[src/rtl/zacore_common.sv]
// zacore_common: shared decode types, opcode constants and the immediate result record
package zacore_common;

    localparam int IMM_W = 64;

    typedef enum logic [2:0] {
        FMT_NONE = 3'd0,
        FMT_I    = 3'd1,
        FMT_S    = 3'd2,
        FMT_B    = 3'd3,
        FMT_U    = 3'd4,
        FMT_J    = 3'd5,
        FMT_Z    = 3'd6
    } imm_fmt_e;

    localparam logic [6:0] OPC_OP_IMM    = 7'b0010011;
    localparam logic [6:0] OPC_LOAD      = 7'b0000011;
    localparam logic [6:0] OPC_STORE     = 7'b0100011;
    localparam logic [6:0] OPC_BRANCH    = 7'b1100011;
    localparam logic [6:0] OPC_LUI       = 7'b0110111;
    localparam logic [6:0] OPC_AUIPC     = 7'b0010111;
    localparam logic [6:0] OPC_JAL       = 7'b1101111;
    localparam logic [6:0] OPC_JALR      = 7'b1100111;
    localparam logic [6:0] OPC_SYSTEM    = 7'b1110011;
    localparam logic [6:0] OPC_OP_IMM_32 = 7'b0011011;

    typedef struct packed {
        logic [IMM_W-1:0] imm;
        imm_fmt_e         fmt;
        logic             illegal;
    } imm_result_t;

endpackage

[src/rtl/zacore_imm_extract.sv]
// zacore_imm_extract: opcode classification and immediate assembly; ZACORE_IMM_GEN_CSR_ZIMM_EN adds the CSR zimm format
module zacore_imm_extract
    import zacore_common::*;
#(
    parameter int XLEN    = 32,
    parameter bit RV64_EN = 1'b0
) (
    input  logic [31:0] inst,
    output imm_result_t res
);

    localparam logic [IMM_W-1:0] XMASK = {IMM_W{1'b1}} >> (IMM_W - XLEN);

    logic [6:0] opc;
    logic       s;
    logic       is_i;
    logic       is_sys;
    logic       is_z;

    assign opc    = inst[6:0];
    assign s      = inst[31];
    assign is_i   = opc == OPC_OP_IMM || opc == OPC_LOAD || opc == OPC_JALR || (RV64_EN && opc == OPC_OP_IMM_32);
    assign is_sys = opc == OPC_SYSTEM;
`ifdef ZACORE_IMM_GEN_CSR_ZIMM_EN
    assign is_z   = is_sys && inst[14];
`else
    assign is_z   = 1'b0;
`endif

    // classify by opcode, then select the format's bit shuffle, sign-extended and clipped to XLEN
    always_comb begin
        res.fmt     = is_i ? FMT_I
                    : opc == OPC_STORE ? FMT_S
                    : opc == OPC_BRANCH ? FMT_B
                    : (opc == OPC_LUI || opc == OPC_AUIPC) ? FMT_U
                    : opc == OPC_JAL ? FMT_J
                    : is_z ? FMT_Z
                    : FMT_NONE;
        res.illegal = res.fmt == FMT_NONE && !is_sys;
        res.imm     = XMASK & (res.fmt == FMT_I ? {{52{s}}, inst[31:20]}
                    : res.fmt == FMT_S ? {{52{s}}, inst[31:25], inst[11:7]}
                    : res.fmt == FMT_B ? {{51{s}}, s, inst[7], inst[30:25], inst[11:8], 1'b0}
                    : res.fmt == FMT_U ? {{32{s}}, inst[31:12], 12'b0}
                    : res.fmt == FMT_J ? {{43{s}}, s, inst[19:12], inst[20], inst[30:21], 1'b0}
                    : res.fmt == FMT_Z ? {59'b0, inst[19:15]}
                    : {IMM_W{1'b0}});
    end

endmodule

[src/rtl/zacore_imm_gen_pipe.sv]
// zacore_imm_gen_pipe: decode-stage immediate generator behind a 2-entry skid buffer (CSR zimm via ZACORE_IMM_GEN_CSR_ZIMM_EN)
module zacore_imm_gen_pipe
    import zacore_common::*;
#(
    parameter int XLEN    = 32,
    parameter bit RV64_EN = 1'b0
) (
    input  logic            clk,
    input  logic            rst,
    input  logic            in_valid,
    output logic            in_ready,
    input  logic [31:0]     in_inst,
    output logic            out_valid,
    input  logic            out_ready,
    output logic [XLEN-1:0] out_imm,
    output logic [2:0]      out_fmt,
    output logic            out_illegal
);

    imm_result_t res;
    imm_result_t main_q;
    imm_result_t skid_q;
    imm_result_t main_d;
    imm_result_t skid_d;
    logic        main_v;
    logic        skid_v;
    logic        main_v_d;
    logic        skid_v_d;
    logic        rdy_q;
    logic        load;
    logic        in_fire;
    logic        unused_imm;

    zacore_imm_extract #(.XLEN(XLEN), .RV64_EN(RV64_EN)) u_extract (
        .inst(in_inst),
        .res (res)
    );

    assign in_ready    = rdy_q && !rst;
    assign in_fire     = in_valid && in_ready;
    assign load        = !main_v || out_ready;
    assign out_valid   = main_v;
    assign out_imm     = main_q.imm[XLEN-1:0];
    assign out_fmt     = main_q.fmt;
    assign out_illegal = main_q.illegal;
    assign unused_imm  = ^main_q.imm;

    // main refills from skid first to keep FIFO order; a new result parks in skid only when main cannot take it
    always_comb begin
        main_v_d = load ? (skid_v || in_fire) : 1'b1;
        main_d   = !load ? main_q : skid_v ? skid_q : in_fire ? res : main_q;
        skid_v_d = load ? (skid_v && in_fire) : (skid_v || in_fire);
        skid_d   = (in_fire && (skid_v || !load)) ? res : skid_q;
    end

    // buffer state; ready is registered from next skid occupancy so out_ready never reaches in_ready
    always_ff @(posedge clk) begin
        if (rst) begin
            main_v <= 1'b0;
            skid_v <= 1'b0;
            main_q <= '0;
            skid_q <= '0;
            rdy_q  <= 1'b1;
        end else begin
            main_v <= main_v_d;
            skid_v <= skid_v_d;
            main_q <= main_d;
            skid_q <= skid_d;
            rdy_q  <= !skid_v_d;
        end
    end

endmodule
[config.mk]
export PLATFORM = sky130hd
export DESIGN_NAME = zacore_imm_gen_pipe
export DESIGN_NICKNAME = d
export VERILOG_FILES = /design/src/rtl/zacore_common.sv /design/src/rtl/zacore_imm_extract.sv /design/src/rtl/zacore_imm_gen_pipe.sv
export SDC_FILE = /design/constraint.sdc
export NUM_CORES = 1
export LEC_CHECK = 0
export ABC_AREA = 1
export BUFFER_PORTS_ARGS = -buffer_cell sky130_fd_sc_hd__buf_2
export CAP_MARGIN = 0
export CORE_MARGIN = 3
export CORE_UTILIZATION = 50
export DETAILED_ROUTE_END_ITERATION = 16
export PLACE_DENSITY = 0.8
export REMOVE_ABC_BUFFERS = 1
export SLEW_MARGIN = 20
export SYNTH_ARGS = -nofsm -noshare
export SYNTH_HDL_FRONTEND = slang
export SYNTH_SLANG_ARGS = --single-unit
export TNS_END_PERCENT = 50
[constraint.sdc]
create_clock -name clk -period 1.3 [get_ports clk]
set_clock_uncertainty 0.1 [all_clocks]
set_input_delay 0.13 -clock clk [delete_from_list [all_inputs] [get_ports clk]]
set_output_delay 0.13 -clock clk [all_outputs]
set_load 0.02 [all_outputs]
==> flow_summary.json <==
{
  "status": "finished, violations left",
  "violations": "negative setup slack",
  "synth-seq-cells": 75,
  "leakage_nw": 2.58,
  "relSlewSlack": 0.749,
  "grtUsageTotal": 0.259,
  "post-route-min-period_ns": 1.60,
  "port_buffers": 73,
  "die_h_microns": 94.6,
  "reg2regPathDepth": 9,
  "wl_per_cell_microns": 15.5,
  "n_antenna_cell": 0,
  "num_vias": 4094,
  "cts.sinks": 75,
  "fmax_mhz": 627,
  "cp-end-kind": "flop",
  "switching_power_mw": 1.39,
  "regArea_sq_um": 1500,
  "final_nets": 678,
  "tns_ns": -14.14,
  "cp_max_fo": 7,
  "switching_share": 0.270,
  "syn_area_sq_um": 3920,
  "mostFrequentLayoutCells": "nand2_1 (85), dfxtp_1 (73), buf_2 (72), nor2_1 (70), inv_1 (42)",
  "path_class": "reg -> reg",
  "whs_path_depth": 5,
  "ys_seq_area_frac": 0.383,
  "rsz0062_at_grt": "true",
  "slew_viol_final": 0,
  "ant_nets": 0,
  "cellPowerDensity_nw_per_um2": 998,
  "clkPwrFrac": 0.403,
  "fin_crit_sh": 1.23,
  "start_util": 0.527,
  "htreeDepth": 3,
  "antenna_found_initial": 0,
  "utilization": 0.694,
  "io_pins": 74,
  "cts_tree": "yes",
  "ir_drop_uv": 532,
  "syn2layout_area_growth_pct": 31.8,
  "synthesis.instances": 543,
  "finalWorstSetupSlack_ns": -0.295,
  "hpwlAfterDp_mm": 7.36,
  "worstPathRequired_ns": 1.45,
  "drv_cap": 0,
  "rows": 31,
  "fillCellCount": 589,
  "place_area_sq_um": 4540,
  "cts_inserted_buffers": 9,
  "grt_start_max_net_pins": 34,
  "gr-total-overflow": 0,
  "dieArea_sq_um": 8950,
  "dp_slack_ns": -0.215,
  "worstMarginPinSlew_ns": 0.372,
  "drtPass1Iterations": 5,
  "dieWidth_microns": 94.6,
  "p_int_mw": 3.77,
  "cp-start-kind": "flop",
  "path_clk_slew_ns": 0.08,
  "crit_path_cell_trace": "inv_2 -> nor2_4 -> inv_2 -> a21oi_4 -> buf_12 -> buf_12 -> nand3_2 -> o211ai_1 -> inv_1",
  "wl_mm": 11.6,
  "core_area_sq_um": 7450,
  "fin_area_sq_um": 5170,
  "clk_path_buf_depth": 2,
  "drt-vias-per-instance": 5.49,
  "ys_warn_count": 0,
  "holdCritPathClass": "in -> reg",
  "drc": 0,
  "slowest_delay_ns": 0.35,
  "insertion_delay_ns": 0.36,
  "multi_input_area_sq_um": 2150,
  "p_total_mw": 5.16,
  "grt_pass1_vias": 3816,
  "setup_viol": 75,
  "drt_iter0_drc": 272,
  "synthDistinctLibCells": 31,
  "worst_path_max_delay_cell": "dfxtp_2",
  "root_buffer": "clkbuf_8",
  "hold_viol": 0,
  "place_congestion": 0.865,
  "drive_gt1_frac": 0.399,
  "grt_pass1_wl_mm": 18.3,
  "arrival_ns": 1.74,
  "final_common_cell": "nand2_1",
  "combinationalPowerShare": 0.134,
  "syn_avg_cell_area_sq_um": 7.23,
  "p_seq_frac": 0.463
}
## per-layer routing
metal	wire, microns	share of wire	track usage	up-vias
met5	0	0	0	-
met3	881	0.076	0.0574	32
met4	246	0.021	0.0769	0
li1	-	-	-	1962
met1	4810	0.41	0.339	1903
met2	5650	0.49	0.429	197
## area by class of cell
cell class / instances / share of cell area
clock buffer: 10 / 0.0266
tap: 99 / 0.0240
timing repair inverter: 1 / 0.00145
timing repair buffer: 119 / 0.179
clock inverter: 6 / 0.0169
sequential: 75 / 0.291
inverter: 60 / 0.0448
multi-input combinational: 376 / 0.416
## logic make-up (layout without fill, tap and decap cells)
family,count (synthesis),count (layout),synth area share
and+or+nand+nor,260,260,0.322
AOI/OAI and AO/OA,116,116,0.181
buffers and inverters,92,196,0.114
DFF,75,75,0.383
## final timing paths
check	start	to	slack, ns
min	in_inst[11]	skid_q[8]	0.03
max	out_valid	skid_q[34]	-0.30
max reg2reg	out_valid	skid_q[34]	-0.30
min reg2reg	out_imm[12]	out_imm[12]	0.36
## worst max-delay path, delay by kind of cell (launching register included)
kind | cells | cell delay (ns)
DFF | 1 | 0.35
buffers and inverters | 5 | 0.50
AOI/OAI and AO/OA | 2 | 0.33
and+or+nand+nor | 2 | 0.21
## registers in the layout (all words and copies together), names as in the netlist
signal       flops
out_fmt          3
out_illegal      1
out_imm         32
out_valid        1
rdy_q            1
skid_q          36
skid_v           1
## synth_stat cells (all sizes together)
master | instances | area [sq um]
a31oi | 6 | 37.5
nor2 | 98 | 439
o21ai | 36 | 191
buf | 21 | 173
nand3 | 56 | 360
o21bai | 1 | 7.51
dfxtp | 75 | 1500
o211ai | 18 | 175
nand2 | 103 | 447
a21oi | 55 | 298
nand4 | 2 | 12.5
nor3 | 1 | 5.00
clkbuf | 11 | 51.3
inv | 60 | 225
## stage by stage
stage,hold WS (ns),instances
after floorplan,0.0924,511
after global placement,0.349,719
after detailed placement,0.351,719
after CTS,-0.00159,742
after global routing,0.0299,746
final,0.0308,746
## power groups by stage
| stage | sequential, mW | clock, mW | combinational (mW) |
|---|---|---|---|
| after floorplan | 2.48 | 0 | 0.262 |
| after global placement | 2.44 | 0 | 0.577 |
| after detailed placement | 2.44 | 0 | 0.591 |
| after CTS | 2.39 | 2.09 | 0.638 |
| after global routing | 2.40 | 2.19 | 0.748 |
| final | 2.39 | 2.08 | 0.693 |
## what timing repair did
item                       4_1_cts  5_1_grt
buffers inserted                 4        3
setup endpoints to repair       75       75
pin swaps                       13        2
resized for setup               48       30
hold endpoints to repair         1        0
cloned                           3        1
(Power assumes the default switching activity.)
